<file path="src/rtl/erasure_sequencer.sv">
// Erasure datapath sequencer: per symbol issues 8 sample reads and 1 fade read, waits out the pipeline, then hands the flags to the decoder.
// Optional per-flag erasure statistics are enabled by defining ERASURE_SEQ_STATS_EN.
module erasure_sequencer #(
    parameter int ADDR_WIDTH      = 11,
    parameter int FADE_ADDR_WIDTH = 8,
    parameter int BITS_PER_SYMBOL = 8,
    parameter int SYMBOLS_PER_CW  = 255,
    parameter int RD_LATENCY      = 2,
    parameter int PIPE_LATENCY    = 4
) (
    input  logic                       clk,
    input  logic                       reset,
    input  logic                       start,
    input  logic                       hold,
    output logic                       rden,
    output logic [ADDR_WIDTH-1:0]      rdaddress,
    output logic [FADE_ADDR_WIDTH-1:0] rdaddress_fade,
    output logic                       sample_valid,
    output logic [2:0]                 sample_index,
    output logic                       fade_valid,
    input  logic [2:0]                 erasure_flags,
    output logic                       sym_valid,
    input  logic                       sym_ready,
    output logic [2:0]                 sym_erasure,
    output logic [7:0]                 sym_index,
    output logic                       cw_done,
    output logic                       busy
`ifdef ERASURE_SEQ_STATS_EN
    ,
    output logic [7:0]                 erasure_count_0,
    output logic [7:0]                 erasure_count_1,
    output logic [7:0]                 erasure_count_2
`endif
);

    // Symbol counter is widened when a codeword has more than 256 symbols; sym_index shows the low byte.
    localparam int SYM_W     = ($clog2(SYMBOLS_PER_CW) > 8) ? $clog2(SYMBOLS_PER_CW) : 8;
    localparam int DRAIN_CYC = RD_LATENCY + PIPE_LATENCY;
    localparam int DRAIN_W   = $clog2(DRAIN_CYC + 1);

    localparam logic [2:0]         BIT_LAST   = 3'(BITS_PER_SYMBOL - 1);
    localparam logic [DRAIN_W-1:0] DRAIN_INIT = DRAIN_W'(DRAIN_CYC - 1);
    localparam logic [SYM_W-1:0]   SYM_LAST   = SYM_W'(SYMBOLS_PER_CW - 1);

    typedef enum logic [2:0] {
        S_IDLE,
        S_ISSUE,
        S_FADE,
        S_DRAIN,
        S_EMIT,
        S_PAUSE,
        S_DONE
    } state_t;

    state_t                     r_state;
    logic                       r_rden;
    logic [ADDR_WIDTH-1:0]      r_rdaddress;
    logic [FADE_ADDR_WIDTH-1:0] r_rdaddress_fade;
    logic [2:0]                 r_bit;
    logic [DRAIN_W-1:0]         r_drain;
    logic [SYM_W-1:0]           r_sym_idx;
    logic                       r_sym_valid;
    logic [2:0]                 r_sym_erasure;
    logic                       r_cw_done;

    logic                       r_sv_sr [RD_LATENCY];
    logic [2:0]                 r_si_sr [RD_LATENCY];
    logic                       r_fv_sr [RD_LATENCY];

    logic                       w_issue;
    logic                       w_fade;
    logic [SYM_W-1:0]           w_sym_next;

    function automatic logic [ADDR_WIDTH-1:0] base_addr(input logic [SYM_W-1:0] idx);
        return ADDR_WIDTH'(idx) * ADDR_WIDTH'(BITS_PER_SYMBOL);
    endfunction

    assign w_issue    = (r_state == S_ISSUE);
    assign w_fade     = (r_state == S_FADE);
    assign w_sym_next = r_sym_idx + SYM_W'(1);

    always_ff @(posedge clk or negedge reset) begin
        if (!reset) begin
            r_state          <= S_IDLE;
            r_rden           <= 1'b0;
            r_rdaddress      <= '0;
            r_rdaddress_fade <= '0;
            r_bit            <= '0;
            r_drain          <= '0;
            r_sym_idx        <= '0;
            r_sym_valid      <= 1'b0;
            r_sym_erasure    <= '0;
            r_cw_done        <= 1'b0;
        end else begin
            r_cw_done <= 1'b0;
            case (r_state)
                S_IDLE: begin
                    if (start) begin
                        r_sym_idx <= '0;
                        if (hold) begin
                            r_state <= S_PAUSE;
                        end else begin
                            r_state     <= S_ISSUE;
                            r_rden      <= 1'b1;
                            r_rdaddress <= '0;
                            r_bit       <= '0;
                        end
                    end
                end
                S_ISSUE: begin
                    if (r_bit == BIT_LAST) begin
                        r_state          <= S_FADE;
                        r_rdaddress_fade <= FADE_ADDR_WIDTH'(r_sym_idx);
                    end else begin
                        r_bit       <= r_bit + 3'd1;
                        r_rdaddress <= r_rdaddress + ADDR_WIDTH'(1);
                    end
                end
                S_FADE: begin
                    r_state <= S_DRAIN;
                    r_rden  <= 1'b0;
                    r_drain <= DRAIN_INIT;
                end
                S_DRAIN: begin
                    // Flags for this symbol are valid on the last drain cycle only.
                    if (r_drain == '0) begin
                        r_sym_erasure <= erasure_flags;
                        r_sym_valid   <= 1'b1;
                        r_state       <= S_EMIT;
                    end else begin
                        r_drain <= r_drain - DRAIN_W'(1);
                    end
                end
                S_EMIT: begin
                    if (sym_ready) begin
                        r_sym_valid <= 1'b0;
                        if (r_sym_idx == SYM_LAST) begin
                            r_state   <= S_DONE;
                            r_cw_done <= 1'b1;
                        end else begin
                            r_sym_idx <= w_sym_next;
                            if (hold) begin
                                r_state <= S_PAUSE;
                            end else begin
                                r_state     <= S_ISSUE;
                                r_rden      <= 1'b1;
                                r_rdaddress <= base_addr(w_sym_next);
                                r_bit       <= '0;
                            end
                        end
                    end
                end
                S_PAUSE: begin
                    if (!hold) begin
                        r_state     <= S_ISSUE;
                        r_rden      <= 1'b1;
                        r_rdaddress <= base_addr(r_sym_idx);
                        r_bit       <= '0;
                    end
                end
                S_DONE: begin
                    r_sym_idx <= '0;
                    r_state   <= S_IDLE;
                end
                default: begin
                    r_state <= S_IDLE;
                    r_rden  <= 1'b0;
                end
            endcase
        end
    end

    // Read-latency alignment: sample/fade strobes follow their address by RD_LATENCY cycles.
    always_ff @(posedge clk or negedge reset) begin
        if (!reset) begin
            for (int i = 0; i < RD_LATENCY; i++) begin
                r_sv_sr[i] <= 1'b0;
                r_si_sr[i] <= '0;
                r_fv_sr[i] <= 1'b0;
            end
        end else begin
            r_sv_sr[0] <= w_issue;
            r_si_sr[0] <= r_bit;
            r_fv_sr[0] <= w_fade;
            for (int i = 1; i < RD_LATENCY; i++) begin
                r_sv_sr[i] <= r_sv_sr[i-1];
                r_si_sr[i] <= r_si_sr[i-1];
                r_fv_sr[i] <= r_fv_sr[i-1];
            end
        end
    end

`ifdef ERASURE_SEQ_STATS_EN
    logic [7:0] r_ecnt [3];
    logic       w_start_acc;
    logic       w_accept;

    assign w_start_acc = (r_state == S_IDLE) && start;
    assign w_accept    = (r_state == S_EMIT) && sym_ready;

    always_ff @(posedge clk or negedge reset) begin
        if (!reset) begin
            for (int n = 0; n < 3; n++) r_ecnt[n] <= '0;
        end else if (w_start_acc) begin
            for (int n = 0; n < 3; n++) r_ecnt[n] <= '0;
        end else if (w_accept) begin
            for (int n = 0; n < 3; n++) begin
                if (r_sym_erasure[n] && (r_ecnt[n] != 8'hFF)) r_ecnt[n] <= r_ecnt[n] + 8'd1;
            end
        end
    end

    assign erasure_count_0 = r_ecnt[0];
    assign erasure_count_1 = r_ecnt[1];
    assign erasure_count_2 = r_ecnt[2];
`endif

    assign rden           = r_rden;
    assign rdaddress      = r_rdaddress;
    assign rdaddress_fade = r_rdaddress_fade;
    assign sample_valid   = r_sv_sr[RD_LATENCY-1];
    assign sample_index   = r_si_sr[RD_LATENCY-1];
    assign fade_valid     = r_fv_sr[RD_LATENCY-1];
    assign sym_valid      = r_sym_valid;
    assign sym_erasure    = r_sym_erasure;
    assign sym_index      = r_sym_idx[7:0];
    assign cw_done        = r_cw_done;
    assign busy           = (r_state != S_IDLE);

endmodule

</file>
<file path="config.mk">
export PLATFORM = sky130hd
export DESIGN_NAME = erasure_sequencer
export DESIGN_NICKNAME = d
export VERILOG_FILES = /design/src/rtl/erasure_sequencer.sv
export SDC_FILE = /design/constraint.sdc
export NUM_CORES = 1
export LEC_CHECK = 0
export BUFFER_PORTS_ARGS = -buffer_cell sky130_fd_sc_hd__buf_2
export CORE_ASPECT_RATIO = 0.75
export CORE_MARGIN = 2
export CORE_UTILIZATION = 50
export DETAILED_ROUTE_END_ITERATION = 12
export PLACE_DENSITY = 0.73
export SETUP_SLACK_MARGIN = 0.15
export SKIP_LAST_GASP = 1
export SYNTH_ARGS = -nofsm -noshare
export SYNTH_HDL_FRONTEND = slang
export SYNTH_SLANG_ARGS = --single-unit
</file>
<file path="constraint.sdc">
create_clock -name clk -period 3.2 [get_ports clk]
set_clock_uncertainty 0.2 [all_clocks]
set_input_delay 0.32 -clock clk [delete_from_list [all_inputs] [get_ports clk]]
set_output_delay 0.32 -clock clk [all_outputs]
set_load 0.01 [all_outputs]
</file>
After elaboration in Yosys (flattened, before gate mapping). Cells that the tools add are included. W data, S select, Z words.

Word-level logic and storage cells: 95. ROM bits: 0. Bits of input ports: 8. Bits in latches: 0. Flip-flop bits (word level): 52. Memory bits (writable): 0. Memories kept: 0.

Order comparisons: 0. Div/mod/pow operators: 0. Equal/unequal tests: 18. $add $sub $neg: 4. Bitwise gates (word level): 1. Reduce and logical (&&, ||, !) cells: 17. Shifts and indexed selects: 0. Multiply operators: 0. Mux-type cells: 39.

Operators with widths (number): $mux W11 (7); $pmux W11 S4 (1); $mux W3 (13); $mux W8 (3); $pmux W8 S3 (1); $ne A2 B2 Y1 const B (9); $pmux W3 S6 (1); $eq A3 B3 Y1 const B (4); $pmux W3 S4 (1); $add A11 B1 Y11 const B (1); $reduce_and A5 Y1 (2); $mux W1 (9); $add A8 B1 Y8 const B (1); $eq A8 B8 Y1 const B (1); $reduce_and A4 Y1 (2); $reduce_and A8 Y1 (1); $eq A3 B2 Y1 const B (2); $logic_not A3 Y1 (2); $pmux W3 S2 (1); $reduce_and A2 Y1 (3); $reduce_bool A3 Y1 (2); $pmux W1 S4 (1); $reduce_bool A2 Y1 (2); $reduce_bool A4 Y1 (1); 8 further kinds (8).

Longest topological paths before layout.
Word-level depth: 5. Gate-level depth with buffers: 10. Depth with buffers taken out: 7.

Worst setup path before layout. Ideal clock, no wire load.

Kind: reg-to-reg. From: register r_bit[0]. To: register r_rdaddress[2] (netlist: rdaddress[2]). Required time: 2.868 ns. Clock period less this slack: 2.573 ns. Stages on the path, launching flop included: 11. Slack: 0.627 ns. Path buffers: 3. Arrival: 2.241 ns. Cells stage by stage: dfrtp_1 > ha_1 > ha_1 > or4b_4 > buf_6 > o31a_1 > or3_1 > buf_2 > buf_6 > o21ai_2 > o31ai_2.

Longest elaborated chain between the ends: 3.

Ends and longest elaborated chain: from (decl) (RTL line 59) `logic [2:0] r_bit;`; from (signal assigned) (RTL line 115) `r_bit <= r_bit + 3'd1;`; $eq A3 B3 Y1 (RTL line 111) `if (r_bit == BIT_LAST) begin`; $ne A2 B2 Y1 (no line); $reduce_and A8 Y1 (no line); to (signal assigned) (RTL line 116) `r_rdaddress <= r_rdaddress + ADDR_WIDTH'(1);`; to (signal assigned) (RTL line 147) `r_rdaddress <= base_addr(w_sym_next);`; to (signal assigned) (RTL line 157) `r_rdaddress <= base_addr(r_sym_idx);`; to (decl) (RTL line 57) `logic [ADDR_WIDTH-1:0] r_rdaddress;`.

Every way passes these cells. A chain may end at the register's enable or synchronous reset.

Worst setup path in the final report.
From: register r_bit[0]. To: register r_rdaddress[5] (netlist: rdaddress[5]).

The elaborated chain is that of the path after synthesis.

==> results.sh <==
export IMPL_run_status="complete, no violations"
export IMPL_tightestPinTransition_ns=0.869
export IMPL_setup_violations=0
export IMPL_diodes=0
export IMPL_yosysTopAreaCellShare_pct=49.1
export IMPL_p_seq_share_pct=44.0
export IMPL_worstHoldStart="erasure_flags[2]"
export IMPL_worst_ep_required_time_ns=3.21
export IMPL_worst_setup_path_type="flip-flop to flip-flop"
export IMPL_finalHoldWorstSlack_ns=0.0350
export IMPL_place_gp_congestion=0.864
export IMPL_crit_path_max_incr_delay_ns=0.55
export IMPL_sequential_share_of_the_synthesized_area_pct=49.1
export IMPL_fin_total_pwr_uw=2260
export IMPL_synth_area_top_cells="sky130_fd_sc_hd__dfrtp_1, sky130_fd_sc_hd__mux2_2, sky130_fd_sc_hd__o21ai_0, sky130_fd_sc_hd__ha_1, sky130_fd_sc_hd__nand2_1"
export IMPL_setup_worst_path_start_class="flip-flop"
export IMPL_clk_insertion_delay_late_ns=0.31
export IMPL_synth_commonest_cells="sky130_fd_sc_hd__dfrtp_1, sky130_fd_sc_hd__o21ai_0, sky130_fd_sc_hd__nand2_1"
export IMPL_vias_per_cell=5.67
export IMPL_fp_dieH_um=67.0
export IMPL_worst_path_max_delay_cell="sky130_fd_sc_hd__or4b_4"
export IMPL_setup_tns_ns=0
export IMPL_maximum_number_of_pins_on_one_net_before_global_route_repair=41
export IMPL_combinational_family_with_the_most_area_after_synthesis="simple AND/OR/NAND/NOR gates"
export IMPL_slew_headroom_pct=42.1
export IMPL_startpoint="r_bit[0]"
export IMPL_synth_simple_gate_area_share_pct=18.5
export IMPL_timing_critical_path_to_type="flip-flop"
export IMPL_grt_total_usage_pct=21.8
export IMPL_whs_path_depth=2
export IMPL_highest_achievable_clock_rate_mhz=356
export IMPL_timing_hold_violations_final=0
export IMPL_final_net_count=322
export IMPL_wl_mm=5.88
export IMPL_cap_violations=0
export IMPL_io_pin_count=47
export IMPL_clock_power_share_pct=17.0
export IMPL_numClockSinks=52
export IMPL_core_rowCount=22
export IMPL_synthToLayoutAreaGrowth_pct=13.7
export IMPL_synth_enable_flop_cells=0
export IMPL_post_synth_mux_area_share_pct=4.68
export IMPL_async_reset_ff_share_pct=100
export IMPL_crit_chain="ha_1, ha_1, or4b_4, o31a_1, or3_1, buf_4, o21ai_0, o21ai_1"
export IMPL_cts_htree_levels=2
export IMPL_regToRegStartpoint="r_bit[0]"
export IMPL_port_buffers=46
export IMPL_gr_total_overflow=0
export IMPL_post_route_min_period_ns=2.81
export IMPL_finalCoreUtilization_pct=60.1
export IMPL_numCtsBuffers=5
export IMPL_post_synth_fa_ha_maj_area_fraction_pct=3.31
export IMPL_cts_resized=0
export IMPL_cp_arrival_ns=2.82
export IMPL_post_synth_instance_area_um2=2650
export IMPL_routed_via_count=2156
export IMPL_p_sw_uw=916
export IMPL_critical_path_max_fanout=10
export IMPL_ys_seq_elements=52
export IMPL_number_of_antenna_violations_at_the_first_check_in_global_routing=0
export IMPL_leakage_uw=0.00148
export IMPL_r2r_cells=8
export IMPL_ir_worst_vdd_v=0.000407
export IMPL_synth_fp_nets=281
export IMPL_grt_pass1_vias=2066
export IMPL_place_detailed_hpwl_mm=4.09
export IMPL_leading_cell_type_by_number_of_instances_after_synthesis="sky130_fd_sc_hd__dfrtp_1"
export IMPL_number_of_standard_cells_after_synthesis=266
export IMPL_clk_pin_slew_worst_paths_ns=0.10
export IMPL_drt_pre_antenna_iters=4
export IMPL_wire_length_of_the_first_global_routing_pass_mm=9.79
export IMPL_die_width_um=88.0
export IMPL_fp_coreArea_um2=5010
export IMPL_postCtsHoldBufs=1
export IMPL_synth_xor_area_share_pct=2.31
export IMPL_holdCritPathClass="primary input to flip-flop"
export IMPL_yosys_warnings=0
export IMPL_floorplan_initialDensity_pct=52.9
export IMPL_avgSynthCellArea_um2=9.96
export IMPL_floorplan_die_area_um2=5900
export IMPL_powerDensity_nw_per_um2=751
export IMPL_internal_power_uw=1350
export IMPL_path_common_cell="sky130_fd_sc_hd__ha_1"
export IMPL_drt_iter0_markers=139
export IMPL_post_synth_top_area_cell="sky130_fd_sc_hd__dfrtp_1"
export IMPL_power_share_combinational_pct=39.0
export IMPL_prevailing_post_synth_register_cell="sky130_fd_sc_hd__dfrtp_1"
export IMPL_post_cts_buffers=0
export IMPL_switching_share_pct=40.5
export IMPL_layout_drive_gt1_share_pct=25.6
export IMPL_rsz0062_at_grt="false"
export IMPL_max_clock_path_buffers=2
export IMPL_cts_tree="done"
export IMPL_finalMaxSlewViolations=0
export IMPL_synthDistinctLibCells=48
export IMPL_synth_compound_gate_area_share_pct=16.8
export IMPL_layout_worst_path_cycle_share_pct=87.8
export IMPL_drcViolationCount=0
export IMPL_wl_per_cell_um=15.5
export IMPL_clk_root_buf="sky130_fd_sc_hd__clkbuf_8"
export IMPL_detail_route_antenna_nets=0
[worst paths after layout]
kind	to	slack, ns
setup / recovery	rdaddress[5]	0.39
hold / removal	sym_erasure[2]	0.04
setup reg to reg	rdaddress[5]	0.39
hold reg to reg	sample_index[2]	0.16
max in group asynchronous	rdaddress[7]	1.70
min in group asynchronous	sample_index[0]	0.45
[layout make-up]
type / instances / area (µm²)
multi-input combinational: 186 / 1210
timing repair buffer: 54 / 293
clock inverter: 3 / 21.3
sequential: 52 / 1300
clock buffer: 5 / 68.8
inverter: 8 / 30.0
fill: 450 / 2000
tap: 72 / 90.1
[critical path: cells and delay by family, from the launching register on]
kind | cells | cell delay [ns]
AOI/OAI and AO/OA | 3 | 0.38
adders and majority gates | 2 | 0.44
buffers and inverters | 1 | 0.23
DFF | 1 | 0.42
and+or+nand+nor | 2 | 1.03
[cell families (layout without fill, tap and decap cells)]
kind of cell,count (synthesis),count (layout)
AO/OA/AOI/OAI,71,71
XOR/XNOR,7,7
buffers and inverters,28,70
multiplexers,11,11
adder cells (fa/ha/maj),7,7
AND/OR/NAND/NOR,90,90
flip-flops,52,52
[power by group through the flow]
stage               clock (µW)  combinational (µW)  sequential [µW]
finish                     384                 882              996
global route               418                1000             1030
CTS                        393                 882              994
detailed placement           0                 877             1010
global placement             0                 849              996
floorplan                    0                 687              961
[registers in the layout, indices dropped and copies added, names as in the netlist]
name            count
cw_done             1
fade_valid          1
r_bit               3
r_drain             3
r_fv_sr             1
r_si_sr             3
r_state             3
r_sv_sr             1
rdaddress          11
rdaddress_fade      8
rden                1
sample_index        3
sample_valid        1
sym_erasure         3
sym_index           8
sym_valid           1
[per-stage QoR]
step                instances  cell area, µm²  setup WS (ns)
floorplan                 266            2650          0.627
global placement          371            2910          0.488
detailed placement        371            2910          0.393
CTS                       380            3010          0.380
global route              380            3010          0.238
finish                    380            3010          0.390
[cells in the final DEF (no fill, tap or decap), drive strengths merged, types with 7 or more instances in the layout]
master,n
inv,9
dfrtp,52
o21ai,34
nand3,8
nand2,20
ha,7
a21oi,12
buf,53
nor2b,7
mux2,11
nor2,19
[routing by layer]
metal | wire (µm) | global-route usage, %
met5 | 0 | 0
met2 | 2490 | 31.4
met3 | 393 | 4.21
met1 | 2890 | 32.0
met4 | 108 | 9.09
No activity file was read; power rests on OpenSTA's default activity.
